<file path="src/rtl/restoring_divider_param.sv">
// restoring_divider_param: iterative restoring divider with signed/unsigned modes and flags.
//   clk, rst (async, active-low)
//   start, signed_mode, dividend, divisor : request and operands, sampled in IDLE
//   busy, done                            : handshake; done is a one-cycle pulse
//   quotient, remainder                   : results, held until the next result
//   div_by_zero, overflow                 : flags, held with the results
module restoring_divider_param #(
   parameter int WIDTH = 6
) (
   input  logic             clk,
   input  logic             rst,
   input  logic             start,
   input  logic             signed_mode,
   input  logic [WIDTH-1:0] dividend,
   input  logic [WIDTH-1:0] divisor,
   output logic             busy,
   output logic             done,
   output logic [WIDTH-1:0] quotient,
   output logic [WIDTH-1:0] remainder,
   output logic             div_by_zero,
   output logic             overflow
);
   localparam int CNT_W = $clog2(WIDTH + 1);
   localparam logic [1:0] IDLE = 2'd0, CALC = 2'd1, FIX = 2'd2, DONE = 2'd3;
   logic [1:0]       state;
   logic [WIDTH:0]   a_r, sh, t;
   logic [WIDTH-1:0] q_r, m_r, raw_r, min_v;
   logic [CNT_W-1:0] cnt;
   logic             sd_r, sv_r, dz_r, ov_r, sd, sv, accept;
   always_comb begin
      sh     = {a_r[WIDTH-1:0], q_r[WIDTH-1]};
      t      = sh - {1'b0, m_r};
      sd     = signed_mode & dividend[WIDTH-1];
      sv     = signed_mode & divisor[WIDTH-1];
      min_v  = {1'b1, {(WIDTH-1){1'b0}}};
      // busy also covers the done cycle, where the FSM is already back in IDLE
      accept = (state == IDLE) && start && !busy;
   end
   always_ff @(posedge clk or negedge rst)
      if (!rst) begin
         state       <= IDLE;
         a_r         <= '0;
         q_r         <= '0;
         m_r         <= '0;
         raw_r       <= '0;
         cnt         <= '0;
         sd_r        <= 1'b0;
         sv_r        <= 1'b0;
         dz_r        <= 1'b0;
         ov_r        <= 1'b0;
         busy        <= 1'b0;
         done        <= 1'b0;
         quotient    <= '0;
         remainder   <= '0;
         div_by_zero <= 1'b0;
         overflow    <= 1'b0;
      end else begin
         done <= state == DONE;
         if (done) busy <= 1'b0;
         case (state)
            IDLE: if (accept) begin
               busy        <= 1'b1;
               state       <= CALC;
               a_r         <= '0;
               cnt         <= '0;
               // negating MIN yields 2^(WIDTH-1), which is exact when read as unsigned
               q_r         <= sd ? -dividend : dividend;
               m_r         <= sv ? -divisor : divisor;
               raw_r       <= dividend;
               sd_r        <= sd;
               sv_r        <= sv;
               dz_r        <= divisor == '0;
               ov_r        <= signed_mode && dividend == min_v && &divisor;
               div_by_zero <= 1'b0;
               overflow    <= 1'b0;
            end
            CALC: begin
               a_r <= t[WIDTH] ? sh : t;
               q_r <= {q_r[WIDTH-2:0], ~t[WIDTH]};
               cnt <= cnt + CNT_W'(1);
               if (cnt == CNT_W'(WIDTH - 1)) state <= FIX;
            end
            FIX: begin
               // MIN / -1 needs no special case: |MIN|/1 = 2^(WIDTH-1) reads back as MIN
               quotient    <= dz_r ? '1 : (sd_r ^ sv_r) ? -q_r : q_r;
               remainder   <= dz_r ? raw_r : sd_r ? -a_r[WIDTH-1:0] : a_r[WIDTH-1:0];
               div_by_zero <= dz_r;
               overflow    <= ov_r;
               state       <= DONE;
            end
            default: state <= IDLE;
         endcase
      end
endmodule

</file>
<file path="config.mk">
export PLATFORM = sky130hd
export DESIGN_NAME = restoring_divider_param
export DESIGN_NICKNAME = d
export VERILOG_FILES = /design/src/rtl/restoring_divider_param.sv
export SDC_FILE = /design/constraint.sdc
export NUM_CORES = 1
export LEC_CHECK = 0
export CAP_MARGIN = 20
export CORE_MARGIN = 2
export CORE_UTILIZATION = 45
export CTS_CLUSTER_SIZE = 20
export DETAILED_ROUTE_END_ITERATION = 10
export GPL_TIMING_DRIVEN = 0
export PLACE_DENSITY = 0.66
export SLEW_MARGIN = 5
export SYNTH_ARGS = -nofsm -noshare
export SYNTH_HDL_FRONTEND = slang
export SYNTH_SLANG_ARGS = --single-unit
</file>
<file path="constraint.sdc">
create_clock -name clk -period 4.1 [get_ports clk]
set_clock_uncertainty 0.2 [all_clocks]
set_input_delay 0.615 -clock clk [delete_from_list [all_inputs] [get_ports clk]]
set_output_delay 0.615 -clock clk [all_outputs]
set_load 0.01 [all_outputs]
</file>
# After elaboration in Yosys (flattened, before gate mapping)
# Cells that the tools add are included.
# W data, S select, Z words.
[word_totals]
output_inout_bits = 16
in_bits = 16
n_memories = 0
ramBits = 0
latch_bits = 0
elab_cells = 69
mem_bits_ro = 0
register_bits = 49
[op_classes]
n_mux = 22
n_lt_le_gt_ge = 0
n_reduce_logical = 14
n_eq_ne = 7
bitwise_logic = 4
addsub = 6
n_div = 0
n_mul = 0
shift = 0
[op_table]
columns = ["cell", "n"]
rows = [
  ["$mux W6", 9],
  ["$neg A6 Y6", 4],
  ["$pmux W6 S2", 2],
  ["$reduce_and A2 Y1", 4],
  ["$sub A7 B6 Y7", 1],
  ["$eq A6 B6 Y1 const B", 1],
  ["$logic_not A6 Y1", 1],
  ["$pmux W2 S3", 1],
  ["$pmux W3 S2", 1],
  ["$reduce_and A6 Y1", 1],
  ["$eq A2 B2 Y1 const B", 2],
  ["$logic_and A1 B1 Y1", 4],
  ["$mux W1", 4],
  ["$mux W2", 2],
  ["$ne A2 B2 Y1 const B", 2],
  ["$pmux W1 S2", 2],
  ["$reduce_bool A2 Y1", 2],
  ["$add A3 B1 Y3 const B", 1],
  ["$eq A3 B3 Y1 const B", 1],
  ["$mux W3", 1],
  ["$and A1 B1 Y1", 2],
  ["$eq A2 B1 Y1 const B", 1],
  ["$logic_not A2 Y1", 1],
  ["$logic_not A1 Y1", 1],
  ["2 further kinds", 2],
]

# Longest topological paths before layout
[depth]
ltp_word = 5
mapped_depth = 9
mapped_depth_nobuf = 9

# Worst setup path before layout
# No wires, ideal clock.
[synth_timing]
kind = "register to register"
from = "reg q_r[5]"
to = "reg a_r[0]"
t_arrival_ns = 2.082
period_less_slack_ns = 2.365
path_slack_ns = 1.735
setup_ns = 0.082
path_buffers = 0
required_ns = 3.818
stages_incl_launch_ff = 10
path_cell_list = "dfrtp_1 > inv_1 > ha_1 > inv_1 > fa_1 > a211oi_2 > or4b_4 > o2111ai_4 > mux2_4 > o22ai_1"
[synth_between]
elab_chain_len = 3
[synth_lines]
columns = ["item", "line_no", "text"]
rows = [
  ["start: declaration", "27", "logic [WIDTH-1:0] q_r, m_r, raw_r, min_v;"],
  ["start signal: assignment", "67", "q_r <= sd ? -dividend : dividend;"],
  ["start signal: assignment", "79", "q_r <= {q_r[WIDTH-2:0], ~t[WIDTH]};"],
  ["$sub A7 B6 Y7", "32", "t = sh - {1'b0, m_r};"],
  ["$mux W6 *", "78", "a_r <= t[WIDTH] ? sh : t;"],
  ["$pmux W6 S2 *", "60", "case (state)"],
  ["end signal: assignment", "78", ""],
  ["end: declaration", "26", "logic [WIDTH:0] a_r, sh, t;"],
]
# Mark *: on every way between the ends. The rest lies on a longest branch, timed or not.
# A chain may end at the register's enable or synchronous reset.

# Worst setup path in the final report
# Same ends and word-level chain as after synthesis.

==> key figures <==
Clock tree
  – Post-CTS Hold Buffers: 0
  – CTS tree: yes
  – H-tree depth: 2
  – Clock Tree Root: clkbuf_8
  – Reg clk slew, reported paths: approximately 0.090 ns
  – Num CTS Buffers: 5
  – Post-CTS setup buffers: 0
  – Num Clock Sinks: 49
  – PostCTS Resize Cnt: 0
  – Clock buffer depth: 2
  – Clock Latency Late Sink: 0.31 ns

Worst setup path
  – Max incr delay on CP: between 0.4 and 0.5 ns
  – R2R Setup Slk: between 1 and 1.5 ns
  – Worst-case reg-to-reg path depth: 9
  – Critical path fanouts, max: 8
  – CP Class: flop to flop
  – Crit path to: a_r[0]
  – Slowest stage cell, crit path: fa_1
  – Worst R2R End: a_r[0]
  – WP data required: about 4 ns
  – Worst path arrival time: between 2 and 3 ns
  – Crit-path cells: inv_1 -> ha_1 -> inv_1 -> fa_1 -> a211oi_2 -> or4b_4 -> o2111ai_4 -> mux2_4 -> o22ai_1
  – Setup crit end kind: flop
  – Most used cell, CP: inv_1
  – Worst setup SP type: flop
  – Reg2Reg Launch Point: q_r[5]
  – Crit path from: q_r[5]

Job
  – Max-cap violations: 0

Global route
  – Total Routing Usage GR: 0.185
  – Largest net degree at the start of global routing: 28
  – Vias in the first global route: around 2200
  – First-pass GRT wire length: 10700 um
  – Grt ovf: 0
  – Initial antenna violation count: 0

Cells and area
  – Final #Nets: 386
  – Share of cells above drive strength 1: 0.0767
  – # diodes: 0
  – Area delta synth->final: 18.5%
  – Fill count: a little under 600

Logic synthesis
  – Async SR Flop Fraction: 1.00
  – Netlist cell types: 42
  – #FFs+latches synth: just under 50
  – Largest area contributor in the netlist: dfrtp_1
  – Syn nets: 347
  – Synthesis Warnings: 0
  – Top cell type's share of synthesized area: 0.422
  – Cell count after synthesis: roughly 310
  – Main synth FF type: dfrtp_1
  – Syn Area/Cell: a little over 9 sq um
  – Register area share after synthesis: 0.422
  – Synth top area cells: dfrtp_1 42%, ha_1 7.8%, nor2_1 4.9%
  – Synthesized area: 2900 sq um
  – Post-synth EDFFs: 0

Die
  – IO Count: 32
  – Die Width: 84.3 um
  – Die area: about 7000 sq um
  – Chip height: around 84 um
  – Core Area: about 6300 sq um
  – # rows: 29
  – Initial Util: 0.463

Worst hold path
  – Hold Path Class: primary input to async pin

Detailed routing
  – Via count: approximately 2300
  – First DRT Iteration DRCs: 100
  – M1 WL: around 3000 um
  – Drt drc: 0
  – Average wire per standard cell: 14.3 um
  – First drt pass iteration count: 4
  – DR top layer: met4
  – Drt via density: approximately 5.4
  – Metal3 WL: roughly 310 um
  – Post-route ant nets: 0
  – Met2 Routed Length: 2770 um
  – WL final: 6150 um

Power and ir drop
  – Seq pwr share: 0.332
  – Combinational share of power: 0.521
  – Clock group share of total power: 0.148
  – P_int: 0.00146 W
  – Power Density: 708 nW/um^2
  – Sw power: just under 0.001 W
  – Pleak: approximately 1.5 nW
  – Worst vdd ir: between 0.4 and 0.5 mV
  – Sw Share: 0.402
  – Final Power: approximately 0.0024 W

Timing
  – Final count of pins violating max slew: 0
  – Min cycle time layout: ~2.6 ns
  – Worst-Margin Slew: roughly 0.62 ns
  – Fin crit share: 0.643
  – Fin. Hold Viols: 0
  – RSZ-0062 raised after global routing: false
  – Setup violators final: 0
  – Relative slew slack: 0.586
  – Setup Total Neg Slack: 0 ns
  – Fmax: 379 MHz

Place
  – Port bufs: 31
  – DP Wirelength: approximately 4800 um
  – Placer Congestion: around 0.88

Status
  – Status: complete, no violations
## critical path: cells and delay by family, from the launching register on
kind,cells,cell delay [ns]
fa+ha+maj,2,0.62
mux,1,0.36
buf+inv,2,0.20
flops,1,0.39
compound gates,3,0.61
simple gates,1,0.19
## registers in the layout, indices dropped and copies added, names as in the netlist
signal and cells:
busy 1, m_r 6, q_r 6, raw_r 6, sd_r 1, ov_r 1, cnt 3, dz_r 1
a_r 6, done 1, div_by_zero 1, sv_r 1, quotient 6, state 2, remainder 6, overflow 1
## synthesized netlist by cell type, drive strengths merged, types with 4 or more instances
cell type,instances
dfrtp,49
nor2,38
nand2,32
o21ai,31
a21oi,20
inv,20
ha,18
mux2i,12
clkbuf,11
mux2,11
xor2,10
xnor2,7
o22ai,6
nor2b,4
o31ai,4
## layout by cell type, fill, tap and decap left out, types with 12 or more instances in the layout
master / instances
nor2_1: 38
ha_1: 18
dfrtp_1: 49
nand2_1: 32
mux2i_1: 12
inv_1: 20
o21ai_0: 23
clkdlybuf4s50_1: 30
clkbuf_1: 12
a21oi_1: 19
## metal layers
metal | up-vias | global-route usage
met5 | - | 0
met4 | 0 | 0.0418
met3 | 5 | 0.0374
met2 | 44 | 0.294
met1 | 1099 | 0.263
li1 | 1154 | -
## layout make-up
cell class | count | area (sq um) | share of cell area
Buffer | 13 | 57.6 | 0.0167
Clock buffer | 7 | 86.3 | 0.0251
Timing Repair Buffer | 32 | 325 | 0.0945
Sequential cell | 49 | 1230 | 0.356
Tap cell | 77 | 96.3 | 0.0280
Multi-Input combinational cell | 230 | 1550 | 0.449
Inverter | 20 | 75.1 | 0.0218
Clock inverter | 1 | 30.0 | 0.00872
## through the flow
stage / setup WS, ns / hold WS, ns / cell area [sq um] / std cells / util
after floorplan: 1.74 / 0.119 / 2900 / 312 / -
after global placement: 0.812 / 0.254 / 3310 / 420 / 0.527
after detailed placement: 1.26 / 0.263 / 3330 / 421 / 0.530
after CTS: 1.46 / 0.101 / 3440 / 429 / 0.548
after global routing: 1.34 / 0.119 / 3440 / 429 / 0.548
final: 1.46 / 0.0847 / 3440 / 429 / 0.548
## worst min-delay path by stage
stage	slack, ns	end	cells after the start
6_report	0.08	remainder[5]	1
5_1_grt	0.12	remainder[5]	1
4_1_cts	0.10	quotient[0]	1
3_5_place_dp	0.26	busy	1
3_3_place_gp	0.25	busy	1
2_1_floorplan	0.12	a_r[0]	0
## kinds of logic (layout without fill, tap and decap cells)
family / Yosys count / in the layout / share of synthesized area
compound gates: 74 / 74 / 0.157
mux: 23 / 23 / 0.0853
buf+inv: 33 / 73 / 0.0457
fa+ha+maj: 19 / 19 / 0.0844
flops: 49 / 49 / 0.422
simple gates: 97 / 97 / 0.154
xor+xnor: 17 / 17 / 0.0513
## power groups by stage
stage,sequential (W),combinational [W],clock (W)
after floorplan,0.000813,0.000909,0
after global placement,0.000813,0.00125,0
after detailed placement,0.000822,0.00128,0
after CTS,0.000812,0.00128,0.000368
after global routing,0.000839,0.00143,0.000386
final,0.000808,0.00127,0.000361
Power figures use the tool's default switching activity.
